$ cat src/rtl/fish_sprite_render_if.sv
// Pixel-stream and sprite-ROM bus between the video timing side and the fish renderer.
// The renderer is the slave: it receives x/y and ROM data and returns the ROM address and the pixel.
interface fish_sprite_render_if;
    logic        video_on;
    logic [9:0]  x;
    logic [9:0]  y;
    logic [3:0]  rom_row;
    logic [4:0]  rom_col;
    logic [11:0] rom_color;
    logic        fish_on;
    logic [11:0] rgb_out;

    modport master (
        output video_on, x, y, rom_color,
        input  rom_row, rom_col, fish_on, rgb_out
    );

    modport slave (
        input  video_on, x, y, rom_color,
        output rom_row, rom_col, fish_on, rgb_out
    );
endinterface

$ cat src/rtl/fish_sprite_render.sv
// Swimming fish sprite: bounces between x=0 and X_MAX with a vertical bob, and renders
// its pixels through an external registered sprite ROM with a two-cycle pixel pipeline.
module fish_sprite_render #(
    parameter logic [9:0]  X_MAX     = 10'd608,
    parameter logic [9:0]  BASE_Y    = 10'd200,
    parameter logic [11:0] KEY_COLOR = 12'h0F0
) (
    input  logic                        clk,
    input  logic                        reset_n,
    input  logic                        enable,
    input  logic                        frame_tick,
    input  logic [2:0]                  speed,
    fish_sprite_render_if.slave         pix,
    output logic [9:0]                  fish_x,
    output logic [9:0]                  fish_y,
    output logic                        dir
);

    typedef enum logic [1:0] {IDLE, SWIM_R, SWIM_L} state_t;

    state_t      state, state_next;
    logic [9:0]  fish_x_next;
    logic [2:0]  bob_cnt, bob_cnt_next;
    logic        bob, bob_next;
    logic        dir_next;
    logic        move;
    logic [10:0] sum_r;

    logic        hit;
    logic        hit_p1;
    logic        fish_on_next;
    logic [4:0]  dx;
    logic [3:0]  dy;
    logic [10:0] x_hi, y_hi;

    always_comb begin
        state_next   = state;
        fish_x_next  = fish_x;
        dir_next     = dir;
        bob_cnt_next = bob_cnt;
        bob_next     = bob;
        move         = 1'b0;
        // 11-bit sum so fish_x + speed near X_MAX can never wrap
        sum_r        = {1'b0, fish_x} + {8'd0, speed};
        if (!enable) begin
            state_next = IDLE;
        end else begin
            case (state)
                IDLE:   state_next = dir ? SWIM_L : SWIM_R;
                SWIM_R: if (frame_tick) begin
                    move = 1'b1;
                    if (sum_r >= {1'b0, X_MAX}) begin
                        fish_x_next = X_MAX;
                        state_next  = SWIM_L;
                    end else begin
                        fish_x_next = sum_r[9:0];
                    end
                end
                SWIM_L: if (frame_tick) begin
                    move = 1'b1;
                    if (fish_x <= {7'd0, speed}) begin
                        fish_x_next = '0;
                        state_next  = SWIM_R;
                    end else begin
                        fish_x_next = fish_x - {7'd0, speed};
                    end
                end
                default: state_next = IDLE;
            endcase
        end
        if (move) begin
            bob_cnt_next = bob_cnt + 3'd1;
            if (bob_cnt == 3'd7) bob_next = ~bob;
        end
        // dir tracks the swimming state and simply holds through IDLE
        if (state_next == SWIM_L)      dir_next = 1'b1;
        else if (state_next == SWIM_R) dir_next = 1'b0;
    end

    always_ff @(posedge clk) begin
        if (!reset_n) begin
            state   <= IDLE;
            dir     <= 1'b0;
            fish_x  <= '0;
            bob     <= 1'b0;
            bob_cnt <= '0;
        end else begin
            state   <= state_next;
            dir     <= dir_next;
            fish_x  <= fish_x_next;
            bob     <= bob_next;
            bob_cnt <= bob_cnt_next;
        end
    end

    assign fish_y = BASE_Y + (bob ? 10'd2 : 10'd0);

    // Stage 0: hit test and ROM address; only the low bits of the offsets matter inside the sprite
    assign x_hi = {1'b0, fish_x} + 11'd31;
    assign y_hi = {1'b0, fish_y} + 11'd15;
    assign hit  = pix.video_on && (state != IDLE) &&
                  (pix.x >= fish_x) && ({1'b0, pix.x} <= x_hi) &&
                  (pix.y >= fish_y) && ({1'b0, pix.y} <= y_hi);
    assign dx   = pix.x[4:0] - fish_x[4:0];
    assign dy   = pix.y[3:0] - fish_y[3:0];
    assign pix.rom_row = dy;
    assign pix.rom_col = dir ? ~dx : dx;

    assign fish_on_next = hit_p1 && (pix.rom_color != KEY_COLOR);

    // Stage 1 holds hit alongside the ROM's address register; stage 2 keys out the transparent colour
    always_ff @(posedge clk) begin
        if (!reset_n) begin
            hit_p1      <= 1'b0;
            pix.fish_on <= 1'b0;
            pix.rgb_out <= 12'h000;
        end else begin
            hit_p1      <= hit;
            pix.fish_on <= fish_on_next;
            pix.rgb_out <= fish_on_next ? pix.rom_color : 12'h000;
        end
    end

endmodule

$ cat src/flat_wrapper.sv
// flat-port wrapper written by rule: the top's interface ports become plain ports
module fish_sprite_render_flat 
#(
    parameter logic [9:0]  X_MAX     = 10'd608,
    parameter logic [9:0]  BASE_Y    = 10'd200,
    parameter logic [11:0] KEY_COLOR = 12'h0F0
)
  (clk, reset_n, enable, frame_tick, speed, fish_x, fish_y, dir, pix_video_on, pix_x, pix_y, pix_rom_color, pix_rom_row, pix_rom_col, pix_fish_on, pix_rgb_out);
  fish_sprite_render_if pix_i ();
  input  logic clk;
  input  logic reset_n;
  input  logic enable;
  input  logic frame_tick;
  input  logic [2:0] speed;
  output logic [9:0] fish_x;
  output logic [9:0] fish_y;
  output logic dir;
  input wire logic [$bits(pix_i.video_on)-1:0] pix_video_on;
  input wire logic [$bits(pix_i.x)-1:0] pix_x;
  input wire logic [$bits(pix_i.y)-1:0] pix_y;
  input wire logic [$bits(pix_i.rom_color)-1:0] pix_rom_color;
  output wire logic [$bits(pix_i.rom_row)-1:0] pix_rom_row;
  output wire logic [$bits(pix_i.rom_col)-1:0] pix_rom_col;
  output wire logic [$bits(pix_i.fish_on)-1:0] pix_fish_on;
  output wire logic [$bits(pix_i.rgb_out)-1:0] pix_rgb_out;
  assign pix_i.video_on = pix_video_on;
  assign pix_i.x = pix_x;
  assign pix_i.y = pix_y;
  assign pix_i.rom_color = pix_rom_color;
  assign pix_rom_row = pix_i.rom_row;
  assign pix_rom_col = pix_i.rom_col;
  assign pix_fish_on = pix_i.fish_on;
  assign pix_rgb_out = pix_i.rgb_out;
  fish_sprite_render #(.X_MAX(X_MAX), .BASE_Y(BASE_Y), .KEY_COLOR(KEY_COLOR)) u_core (.clk(clk), .reset_n(reset_n), .enable(enable), .frame_tick(frame_tick), .speed(speed), .pix(pix_i), .fish_x(fish_x), .fish_y(fish_y), .dir(dir));
endmodule
$ cat config.mk
export PLATFORM = sky130hd
export DESIGN_NAME = fish_sprite_render_flat
export DESIGN_NICKNAME = d
export VERILOG_FILES = /design/src/rtl/fish_sprite_render_if.sv /design/src/rtl/fish_sprite_render.sv /design/src/flat_wrapper.sv
export SDC_FILE = /design/constraint.sdc
export NUM_CORES = 1
export LEC_CHECK = 0
export ABC_AREA = 1
export CORE_UTILIZATION = 30
export CTS_BUF_LIST = sky130_fd_sc_hd__clkbuf_8 sky130_fd_sc_hd__clkbuf_16
export DETAILED_ROUTE_END_ITERATION = 10
export PLACE_DENSITY = 0.51
export SETUP_SLACK_MARGIN = 0.05
export SYNTH_ARGS = -nofsm -noshare
export SYNTH_HDL_FRONTEND = slang
export SYNTH_SLANG_ARGS = --single-unit
$ cat constraint.sdc
create_clock -name clk -period 5.9 [get_ports clk]
set_clock_uncertainty 0.15 [all_clocks]
set_input_delay 0.885 -clock clk [delete_from_list [all_inputs] [get_ports clk]]
set_output_delay 0.885 -clock clk [all_outputs]
set_load 0.02 [all_outputs]
Word-level counts from Yosys, hierarchy flattened
Cells that the tools add are included.
Widths: inputs -> output; s select.
{"block": "op_classes", "n_addsub": 8, "n_lt_le_gt_ge": 6, "mux": 19, "n_reduce_logical": 14, "eq_ne": 8, "n_bitwise": 2}
{"cell": "$mux 10", "count": 4}
{"cell": "$le 10x11->1", "count": 2}
{"cell": "$ge 10x10->1", "count": 2}
{"cell": "$pmux 10 s2", "count": 1}
{"cell": "$mux 2", "count": 7}
{"cell": "$ne 12x8->1 const B", "count": 1}
{"cell": "$add 10x3->11", "count": 1}
{"cell": "$add 10x4->11 const B", "count": 1}
{"cell": "$add 10x5->11 const B", "count": 1}
{"cell": "$ge 11x10->1 const B", "count": 1}
{"cell": "$add 8x10->10 const A", "count": 1}
{"cell": "$le 10x3->1", "count": 1}
{"cell": "$sub 10x3->10", "count": 1}
{"cell": "$logic_and 1x1->1", "count": 6}
{"cell": "$pmux 2 s3", "count": 1}
{"cell": "$reduce_bool 2->1", "count": 3}
{"cell": "$mux 1", "count": 5}
{"cell": "$mux 5", "count": 1}
{"cell": "$not 5->5", "count": 1}
{"cell": "$sub 5x5->5", "count": 1}
{"cell": "$eq 2x1->1 const B", "count": 2}
{"cell": "$eq 2x2->1 const B", "count": 2}
{"cell": "$ne 2x2->1 const B", "count": 2}
{"cell": "$reduce_and 2->1", "count": 2}
{"cell": "other kinds (7)", "count": 7}
{"block": "word_totals", "output_inout_bits": 43, "wordCells": 65, "reg_bits": 31}

Longest topological paths before layout
Gate-level depths: netlist (run 1).
{"block": "depth", "ltp_word": 9, "depth_mapped": 19, "mapped_depth_nobuf": 19}

Worst setup path before layout (run 1)
No wires, ideal clock.
{"block": "synth_path", "path_kind": "input-to-output", "startpoint": "input port pix_x[0]", "endpoint": "output port pix_rom_col[2]", "slack_ns": 2.762, "path_stages": 6, "required_ns": 4.865, "path_buffers": 0, "arrival_ns": 2.103, "path_cell_list": "inv_1 > ha_1 > inv_1 > fa_1 > xnor2_1 > xor2_1"}
{"block": "synth_between", "elab_chain_len": 3}
{"item": "from (decl)", "line": "flat_wrapper.sv:19", "source": "input wire logic [$bits(pix_i.x)-1:0] pix_x;"}
{"item": "$sub 5x5->5 *", "line": "fish_sprite_render.sv:104", "source": "assign dx = pix.x[4:0] - fish_x[4:0];"}
{"item": "$not 5->5", "line": "fish_sprite_render.sv:107", "source": "assign pix.rom_col = dir ? ~dx : dx;"}
{"item": "$mux 5 *", "line": "fish_sprite_render.sv:107"}
{"item": "to (decl)", "line": "flat_wrapper.sv:23", "source": "output wire logic [$bits(pix_i.rom_col)-1:0] pix_rom_col;"}
Every way passes the cells marked *; elsewhere a longest branch is shown, timed or not.

Final worst setup path (run 1)
Same ends and word-level chain as after synthesis.

==> metrics.md, run 1 <==
| Metric | Value |
|---|---|
| Initial Util | 31.11% |
| Largest net degree at the start of global routing | 15 |
| Post-layout util | 40.59% |
| Setup slack after layout | 1.795 ns |
| CTS tree | built |
| Vias | 2727 |
| FF-to-FF setup slack | 2.95 ns |
| Longest Clk Path Bufs | 2 |
| Placeable Area | 0.009284 mm² |
| Wire length per cell | 12.05 µm |
| Area share of the leading cell type in the synthesized netlist | 21.49% |
| F_max | 243.6 MHz |
| Final Wtd Congestion | 0.8110 |
| Peak VDD IR | 88.84 µV |
| Clock power share | 30.2% |
| Status | finished, final reports clean |
| CP endpoint kind | output pin |
| Period Utilization, post-route | 69.58% |
| Yosys top cell by area | dfxtp_1 |
| Hold Crit Depth | 2 |
| Vias in the first global route | 2638 |
| First-pass GRT wire length | 12290 µm |
| Initial DRC count | 91 |
| P_int | 0.0004758 W |
| IO buf count | 73 |
| Pins over their slew limit | 0 |
| # resized after CTS | 0 |
| Area grow syn2layout | 30.50% |
| Final Hold Viols | 0 |
| Slew margin rel. | 60.91% |
| Root Driver | clkbuf_8 |
| Reg power frac | 32.3% |
| Clock Latency Late Sink | 0.28 ns |
| Setup_tns | 0 ns |
| Pre-antenna DRT Iters | 4 |
| Post-route antenna net violation count | 0 |
| Syn Inst Count | 409 |
| Hold_sp | u_core.bob_cnt[1] |
| DP HPWL | 6033 µm |
| Synth area leaders | dfxtp_1 (21%), ha_1 (17%), nand2_1 (9.2%), inv_1 (7.7%), xor2_1 (6.1%) |
| Leak | 1.805 nW |
| Placed Cells | 597 |
| Antenna violations before repair | 0 |
| # clock sinks | 31 |
| I/O Pins | 83 |
| Area of the die | 0.01002 mm² |
| Routed vias/inst | 4.507 |
| Slew @ Worst Pin | 0.5824 ns |
| DRC errors left | 0 |
| Global route overflow | 0 |
| Layout cell share with drive strength beyond 1 | 5.882% |
| Crit Path Max Fanout | 3 |
| Crit start category | input port |
| Reg2reg start | u_core.fish_x[1] |
| WL final | 7291 µm |
| Yosys cell types | 39 |
| Combinational power share | 37.5% |
| Setup Buffers After CTS | 0 |
| Synthesized area per cell | 7.061 µm² |
| RSZ-0062 raised after global routing | no |
| Cell area after synthesis | 0.002888 mm² |
| Yosys reg bits | 31 |
| Pwr dens | 192.0 mW/mm² |
| Seq/Total Area, Yosys | 21.49% |
| CTS Buf Count | 5 |
| Hold_buf cts | 0 |
| Final worst path period need | 4.105 ns |
| Die W | 100.1 µm |
| YS warnings | 0 |
| GRT Util Overall | 15.11% |
| Max Cap Viol | 0 |
| Reg clk slew, reported paths | 0.07 ns |
| WS Path Type | input port to output pin |
| H-Tree Depth | 2 |
| Arrival time worst endpoint | 3.07 ns |
| Die height | 100.1 µm |
| N_diodes | 0 |
| Sw power | 0.0002479 W |
| Worst hold endpoint | u_core.bob_cnt[1] |
| Pre-CTS setup slack | 1.809 ns |
| Switching Share | 34.25% |
| Reg2Reg Depth | 16 |
| Crit path from | pix_x[0] |
| Cell row count | 35 |
| Min-delay worst type | register to register |
| # setup viols final | 0 |
| Final std cells w/o fill | 605 |
| Critical Path RT | 4.87 ns |
| Nets@finish | 557 |
| Worst reg2reg path endpoint | u_core.hit_p1 |
## worst max-delay path, stage by stage
cell,delay [ns]
clkdlybuf4s50_1,0.40
inv_1,0.08
ha_1,0.16
inv_1,0.07
fa_1,0.42
xnor2_1,0.25
xor2_1,0.18
clkdlybuf4s50_1,0.63
## per-stage QoR
stage,total power (W),instance area (µm²),hold slack (ns)
after global routing,0.0007776,3769,0.3506
after detailed placement,0.0005102,3651,0.3191
final,0.0007237,3769,0.3276
after global placement,0.0005093,3651,0.3061
after CTS,0.0007343,3769,0.3290
after floorplan,0.0004147,2914,0.2991
## worst max path at each step
stage,slack [ns],end,cells past startpoint
CTS,1.79,pix_rom_col[2],8
global placement,1.79,pix_rom_col[2],8
detailed placement,1.81,pix_rom_col[2],8
finish,1.79,pix_rom_col[2],8
global route,1.64,pix_rom_col[2],8
floorplan,2.76,pix_rom_col[2],6
## cell usage in the layout, fill, tap and decap left out, drive strengths merged, types with 2 or more instances in the layout
cell type       n
nand4           8
o2111ai         2
nor3            6
conb            9
nand3          19
o21ai          21
ha             39
fa              3
inv            62
a21oi          30
a22oi           2
nand2          77
o21a            2
clkdlybuf4s50  73
nor4            5
xor2           20
clkinv          4
dfxtp          31
nor2           40
xnor2           4
a31oi           5
clkbuf          6
## power by group through the flow
stage	clock (W)	sequential, W	combinational [W]
after detailed placement	0	0.000239	0.000271
after CTS	0.000227	0.000234	0.000274
after global placement	0	0.000239	0.000271
after floorplan	0	0.000234	0.000181
after global routing	0.000237	0.000236	0.000305
final	0.000218	0.000234	0.000272
## registers in the layout, summed over array words and instances (netlist names)
signal              flops
u_core.pix.rgb_out     12
u_core.hit_p1           1
u_core.state            2
u_core.dir              1
u_core.pix.fish_on      1
u_core.bob_cnt          3
u_core.fish_x          10
u_core.bob              1
## cells by family after synthesis
| logic type | count (synthesis) | synth area share, % |
|---|---|---|
| adder cells (fa/ha/maj) | 42 | 18.98 |
| AO/OA/AOI/OAI | 66 | 12.78 |
| flip-flops | 31 | 21.49 |
| buffers and inverters | 86 | 13.82 |
| AND/OR/NAND/NOR | 158 | 25.39 |
| XOR/XNOR | 24 | 7.279 |
| other | 2 | 0.2601 |
## routing by layer
layer,track usage [%],vias up,wire length (µm)
li1,-,1441,-
met4,4.125,0,97
met1,20.98,1211,3624
met2,24.03,67,3266
met3,2.716,8,303
met5,0,-,0
## Yosys cell counts
library cell,count
clkinv_1,3
o21ai_0,18
a21oi_1,30
ha_1,39
conb_1,2
nand4_1,8
inv_1,59
xor2_1,20
nand3_2,3
o211ai_1,1
a221oi_1,1
buf_2,1
o2111ai_1,2
nor3_2,1
nor4b_1,1
o21a_1,2
fa_1,3
nand2_4,2
nand3_1,16
nor2_4,1
nand2_1,71
o21ai_1,3
nor2_1,34
nand2_2,4
buf_4,12
xnor2_1,4
inv_2,3
o211a_1,1
or2_2,1
buf_6,4
clkbuf_1,4
nor3_1,5
dfxtp_1,31
nor2_2,5
nor4_1,5
a22oi_1,2
a31oi_1,5
o41ai_1,1
nand3b_1,1
## final cells by class
type / count / area [µm²]
repair buffers: 73 / 730.7
inverters: 65 / 244.0
clock buffers: 6 / 82.58
multi-input cells: 299 / 1894
well taps: 129 / 161.4
clock inverters: 2 / 35.03
fillers: 1011 / 5515
flip-flops and latches: 31 / 620.6
Note: power is estimated with default switching activity, not from simulation.
==> run 2, diff against run 1 <==
--- a/config.mk
+++ b/config.mk
@@ -9,7 +9,7 @@
 export CORE_UTILIZATION = 30
 export CTS_BUF_LIST = sky130_fd_sc_hd__clkbuf_8 sky130_fd_sc_hd__clkbuf_16
 export DETAILED_ROUTE_END_ITERATION = 10
-export PLACE_DENSITY = 0.51
+export PLACE_DENSITY = 0.53
 export SETUP_SLACK_MARGIN = 0.05
 export SYNTH_ARGS = -nofsm -noshare
 export SYNTH_HDL_FRONTEND = slang
==> constraint.sdc (replaced) <==
create_clock -name clk -period 3.5 [get_ports clk]
set_clock_uncertainty 0.15 [all_clocks]
set_input_delay 0.525 -clock clk [delete_from_list [all_inputs] [get_ports clk]]
set_output_delay 0.525 -clock clk [all_outputs]
set_load 0.02 [all_outputs]
==> run 2 against run 1 <==
Worst setup slack got worse by 1.6 ns. Sequential share of layout area shrank 0.098 points. Via count is 2.4% higher. Design area is 0.60% higher. Worst hold slack got worse by 0.0048 ns. Non-clock buffer count is 5 higher. Combinational power is 74% higher. Sequential power up 66%. Global-route usage increased by 0.25 points. Final cell count increased by 0.66%. Flip-flop and latch count unchanged. Critical endpoint unchanged. Largest cell class unchanged.
==> metrics.md, run 2 (same netlist as run 1, synthesis figures left out) <==
| Metric | Value |
|---|---|
| Status | finished, final reports clean |
| GRT Util Overall | 15.35% (+0.25 points) |
| CP max stage delay | 0.63 ns (about the same) |
| H-Tree Depth | 2 (unchanged) |
| CP endpoint kind | output pin |
| Slew @ Worst Pin | 0.6268 ns (+0.04442 ns) |
| CTS tree | built |
| Largest net degree at the start of global routing | 15 (unchanged) |
| DP HPWL | 6270 µm (+3.9%) |
| DRC errors left | 0 (unchanged) |
| Area of the die | 0.01002 mm² (unchanged) |
| First-pass GRT wire length | 12390 µm (+0.79%) |
| Clock Latency Late Sink | 0.29 ns (about the same) |
| Min-delay worst type | register to register |
| Placed Cells | 602 (+0.84%) |
| Hold_buf cts | 0 (unchanged) |
| Slew margin rel. | 57.93% (-3.0 points) |
| CTS Buf Count | 5 (unchanged) |
| Final std cells w/o fill | 609 (+0.66%) |
| Nets@finish | 562 (+0.90%) |
| Period Utilization, post-route | 95.81% |
| Antenna violations before repair | 0 (unchanged) |
| # setup viols final | 0 (unchanged) |
| Max Cap Viol | 0 (unchanged) |
| Peak VDD IR | 143.6 µV (+62%) |
| WL final | 7462 µm (+2.3%) |
| Placeable Area | 0.009284 mm² (unchanged) |
| I/O Pins | 83 (unchanged) |
| N_diodes | 0 (unchanged) |
| Crit start category | input port |
| Post-route antenna net violation count | 0 (unchanged) |
| WS Path Type | input port to output pin |
| Biggest register | u_core.pix.rgb_out |
| Layout cell share with drive strength beyond 1 | 6.458% (+0.58 points) |
| Most frequent cells in the layout | clkdlybuf4s50_1 (73), nand2_1 (71), inv_1 (60) |
| Initial DRC count | 111 (+22%) |
| Largest registers | u_core.pix.rgb_out (12), u_core.fish_x (10), u_core.bob_cnt (3) |
| Die height | 100.1 µm (unchanged) |
| Commonest non-fill, non-tap cell in the layout | clkdlybuf4s50_1 |
| Max reg flops | 12 (unchanged) |
| Post-layout util | 40.84% (+0.24 points) |
| Final Wtd Congestion | 0.8438 (+4.0%) |
| Pins over their slew limit | 0 (unchanged) |
| F_max | 298.2 MHz |
| IO buf count | 73 (unchanged) |
| # resized after CTS | 0 (unchanged) |
| CP Cell Sequence | clkdlybuf4s50_1 -> inv_1 -> ha_1 -> inv_1 -> fa_1 -> xnor2_1 -> xor2_1 -> clkdlybuf4s50_1 |
| Area grow syn2layout | 31.28% |
| Pwr dens | 316.1 mW/mm² (+65%) |
| Pre-antenna DRT Iters | 4 (unchanged) |
| Routed vias/inst | 4.586 (+1.7%) |
| Leak | 1.826 nW (+1.1%) |
| Arrival time worst endpoint | 2.68 ns (-0.39 ns) |
| Die W | 100.1 µm (unchanged) |
| Critical Path RT | 2.82 ns (-2.05 ns) |
| Wire length per cell | 12.25 µm (+1.7%) |
| Vias | 2793 (+2.4%) |
| Setup Buffers After CTS | 0 (unchanged) |
| Global route overflow | 0 (unchanged) |
| Cell row count | 35 (unchanged) |
| Total power draw | 0.001199 W (+66%) |
| Reg clk slew, reported paths | 0.06 ns (about the same) |
| Setup_tns | 0 ns (unchanged) |
| Vias in the first global route | 2683 (+1.7%) |
| Final worst path period need | 3.353 ns |
| # clock sinks | 31 (unchanged) |
| Root Driver | clkbuf_8 |
| Slowest CP cell | clkdlybuf4s50_1 |
| RSZ-0062 raised after global routing | no |
| Crit Path Max Fanout | 3 (unchanged) |
| Final Hold Viols | 0 (unchanged) |
| Longest Clk Path Bufs | 2 (unchanged) |
| Initial Util | 31.11% (unchanged) |
-- run 2: final cells by class --
cell class | instances | area, µm²
clock buffer | 5 | 68.82
inverter | 65 | 244.0
timing repair buffer | 78 | 768.2
tap | 129 | 161.4
fill | 1021 | 5493
multi-input combinational | 299 | 1894
clock inverter | 2 | 33.78
sequential | 31 | 620.6
-- run 2: final timing paths --
path                                        start                 to  slack [ns]  depth (start not counted)
worst max-delay path                     pix_x[0]     pix_rom_col[2]        0.15                          8
worst min-delay path            u_core.bob_cnt[2]  u_core.bob_cnt[2]        0.32                          2
worst max register to register   u_core.fish_x[0]      u_core.hit_p1        0.72                         16
worst min register to register  u_core.bob_cnt[2]  u_core.bob_cnt[2]        0.32                          2
-- run 2: where the power goes --
group          switching, W  internal [W]
Clock              0.000132      0.000206
Sequential        0.0000239      0.000365
Combinational      0.000260      0.000212
-- run 2: worst max-delay path, delay by kind of cell --
family                     cells  cell delay, ns
adders and majority gates      2            0.59
xor gates and xnor gates       2            0.39
buffers and inverters          4            1.17
-- run 2: metrics by stage --
stage                     area [µm²]  hold slack (ns)  setup slack (ns)
after floorplan                 2914           0.2991            0.8389
after global placement          3689           0.3108            0.1381
after detailed placement        3689           0.3169            0.1377
after CTS                       3791           0.3257            0.1252
after global routing            3791           0.3504           0.05239
final                           3791           0.3229            0.1466
-- run 2: per-layer routing --
metal	vias up	part of all wire [%]	track usage, %
met3	8	5.0	2.089
li1	1450	-	-
met5	-	0	0
met4	0	0.92	3.679
met2	79	46	25.73
met1	1256	48	20.89
==> run 3, diff against run 2 <==
--- a/config.mk
+++ b/config.mk
@@ -6,10 +6,10 @@
 export NUM_CORES = 1
 export LEC_CHECK = 0
 export ABC_AREA = 1
-export CORE_UTILIZATION = 30
+export CORE_UTILIZATION = 44
 export CTS_BUF_LIST = sky130_fd_sc_hd__clkbuf_8 sky130_fd_sc_hd__clkbuf_16
 export DETAILED_ROUTE_END_ITERATION = 10
-export PLACE_DENSITY = 0.53
+export PLACE_DENSITY = 0.74
 export SETUP_SLACK_MARGIN = 0.05
 export SYNTH_ARGS = -nofsm -noshare
 export SYNTH_HDL_FRONTEND = slang
==> run 3 against run 2 <==
Sequential share of layout area grew 0.31 points. Fmax rose by 2.3%. Die area is 31% lower. Clock power rose by 7.4%. Register-to-register slack about the same. Design area fell by 1.8%. Non-clock buffer count shrank 3. Via count grew 0.14%. Worst setup slack better by 0.076 ns. Core utilization grew 18 points. Sequential power about the same. Critical path type unchanged. Critical endpoint is now pix_rom_col[4]. Largest cell class unchanged.
==> metrics.md, run 3 (same netlist as run 1, synthesis figures left out) <==
| Metric | Value |
|---|---|
| Global route overflow | 0 (unchanged) |
| Largest registers | u_core.pix.rgb_out (12), u_core.fish_x (10), u_core.bob_cnt (3) |
| CTS tree | built |
| DRC errors left | 0 (unchanged) |
| Die height | 83.02 µm (-17%) |
| Initial DRC count | 136 (+23%) |
| Pre-antenna DRT Iters | 4 (unchanged) |
| RSZ-0062 raised after global routing | no |
| Leak | 1.825 nW (about the same) |
| # setup viols final | 0 (unchanged) |
| N_diodes | 0 (unchanged) |
| Nets@finish | 559 (-0.53%) |
| Layout cell share with drive strength beyond 1 | 6.276% (-0.18 points) |
| Crit Path Max Fanout | 3 (unchanged) |
| Period Utilization, post-route | 93.63% (-2.2 points) |
| Reg clk slew, reported paths | 0.07 ns (about the same) |
| Worst hold endpoint | u_core.bob_cnt[1] |
| # clock sinks | 31 (unchanged) |
| Longest Clk Path Bufs | 2 (unchanged) |
| Area grow syn2layout | 28.86% |
| Wire length per cell | 12.63 µm (+3.1%) |
| Final worst path period need | 3.277 ns (-0.07621 ns) |
| Die W | 83.02 µm (-17%) |
| Arrival time worst endpoint | 2.60 ns (-0.08 ns) |
| Biggest register | u_core.pix.rgb_out |
| IO buf count | 73 (unchanged) |
| Vias in the first global route | 2587 (-3.6%) |
| Cell row count | 29 (-17%) |
| Slew margin rel. | 62.38% (+4.4 points) |
| WL final | 7010 µm (-6.1%) |
| Max reg flops | 12 (unchanged) |
| Root Driver | clkbuf_8 |
| Setup_tns | 0 ns (unchanged) |
| Total power draw | 0.001215 W (+1.4%) |
| First-pass GRT wire length | 11930 µm (-3.7%) |
| Hold Crit Depth | 2 (unchanged) |
| WS Path Type | input port to output pin |
| Routed vias/inst | 5.040 (+9.9%) |
| Largest net degree at the start of global routing | 15 (unchanged) |
| Antenna violations before repair | 0 (unchanged) |
| CP endpoint kind | output pin |
| I/O Pins | 83 (unchanged) |
| Worst reg2reg path endpoint | u_core.dir |
| Final Hold Viols | 0 (unchanged) |
| Pwr dens | 326.5 mW/mm² (+3.3%) |
| F_max | 305.1 MHz (+2.3%) |
| Area of the die | 0.006891 mm² (-31%) |
| Max Cap Viol | 0 (unchanged) |
| Commonest non-fill, non-tap cell in the layout | clkdlybuf4s50_1 |
| Final Wtd Congestion | 0.8965 (+6.2%) |
| Peak VDD IR | 265.9 µV (+85%) |
| Crit start category | input port |
| H-Tree Depth | 2 (unchanged) |
| Reg2reg start | u_core.fish_x[0] |
| Most frequent cells in the layout | clkdlybuf4s50_1 (72), nand2_1 (71), inv_1 (59) |
| DP HPWL | 5732 µm (-8.6%) |
| Min-delay worst type | register to register |
| Hold_sp | u_core.bob_cnt[1] |
| Clock Latency Late Sink | 0.28 ns (about the same) |
| Initial Util | 45.48% (+14 points) |
| Status | finished, final reports clean |
| Reg2Reg Depth | 17 (+1) |
| Placeable Area | 0.006350 mm² (-32%) |
| Post-route antenna net violation count | 0 (unchanged) |
| Vias | 2797 (+0.14%) |
| CTS Buf Count | 5 (unchanged) |
| Critical Path RT | 2.82 ns (about the same) |
| Slew @ Worst Pin | 0.5605 ns (-0.06628 ns) |
| FF-to-FF setup slack | 0.73 ns (about the same) |
| Pins over their slew limit | 0 (unchanged) |
| Hold_buf cts | 0 (unchanged) |
| Setup Buffers After CTS | 0 (unchanged) |
| GRT Util Overall | 20.80% (+5.4 points) |
-- run 3: worst max-delay path, stage by stage --
cell and delay [ns]:
clkdlybuf4s50_1 0.41, inv_1 0.08, ha_1 0.17, inv_1 0.07, fa_1 0.42, nand2_1 0.09, nand2_1 0.06, xor2_1 0.14
inv_1 0.05, clkdlybuf4s50_1 0.59
-- run 3: through the flow --
step / utilization (%) / hold WS [ns] / setup WS, ns / area (µm²) / instances
final: 58.60 / 0.3237 / 0.2229 / 3721 / 555
after global routing: 58.60 / 0.3618 / 0.1103 / 3721 / 555
after CTS: 58.56 / 0.3269 / 0.09649 / 3719 / 555
after detailed placement: 56.71 / 0.3162 / 0.1260 / 3601 / 547
after global placement: 56.71 / 0.3080 / 0.1143 / 3601 / 547
after floorplan: - / 0.2991 / 0.8389 / 2914 / 416
-- run 3: cell type report --
class                   count  area, µm²
inverters                  65      244.0
multi-input cells         299       1894
clock buffers               6      82.58
clock inverters             2      35.03
repair buffers             75      748.2
well taps                  77      96.34
fillers                   583       2629
flip-flops and latches     31      620.6
-- run 3: power by group --
part / switching, W / internal (W) / leakage, nW
registers: 0.0000270 / 0.000365 / 0.251
clock network: 0.000133 / 0.000230 / 0.0612
logic: 0.000252 / 0.000207 / 1.51
-- run 3: worst max-delay path by stage --
stage / cells after the start / endpoint / start
after floorplan: 17 / u_core.dir / speed[0]
after global placement: 8 / pix_rom_col[2] / pix_x[0]
after detailed placement: 8 / pix_rom_col[2] / pix_x[0]
after CTS: 8 / pix_rom_col[2] / pix_x[0]
after global routing: 10 / pix_rom_col[4] / pix_x[0]
final: 10 / pix_rom_col[4] / pix_x[0]
-- run 3: what timing repair did --
action,CTS,global route
resized for setup,0,1
endpoints found under the hold margin,0,0
endpoints found under the setup margin,0,1
-- run 3: per-layer routing --
metal / share of wire [%] / vias up / global-route usage [%]
met2: 47 / 80 / 33.90
li1: - / 1446 / -
met1: 47 / 1264 / 28.65
met4: 0.87 / 0 / 5.172
met5: 0 / - / 0
met3: 5.4 / 7 / 3.280
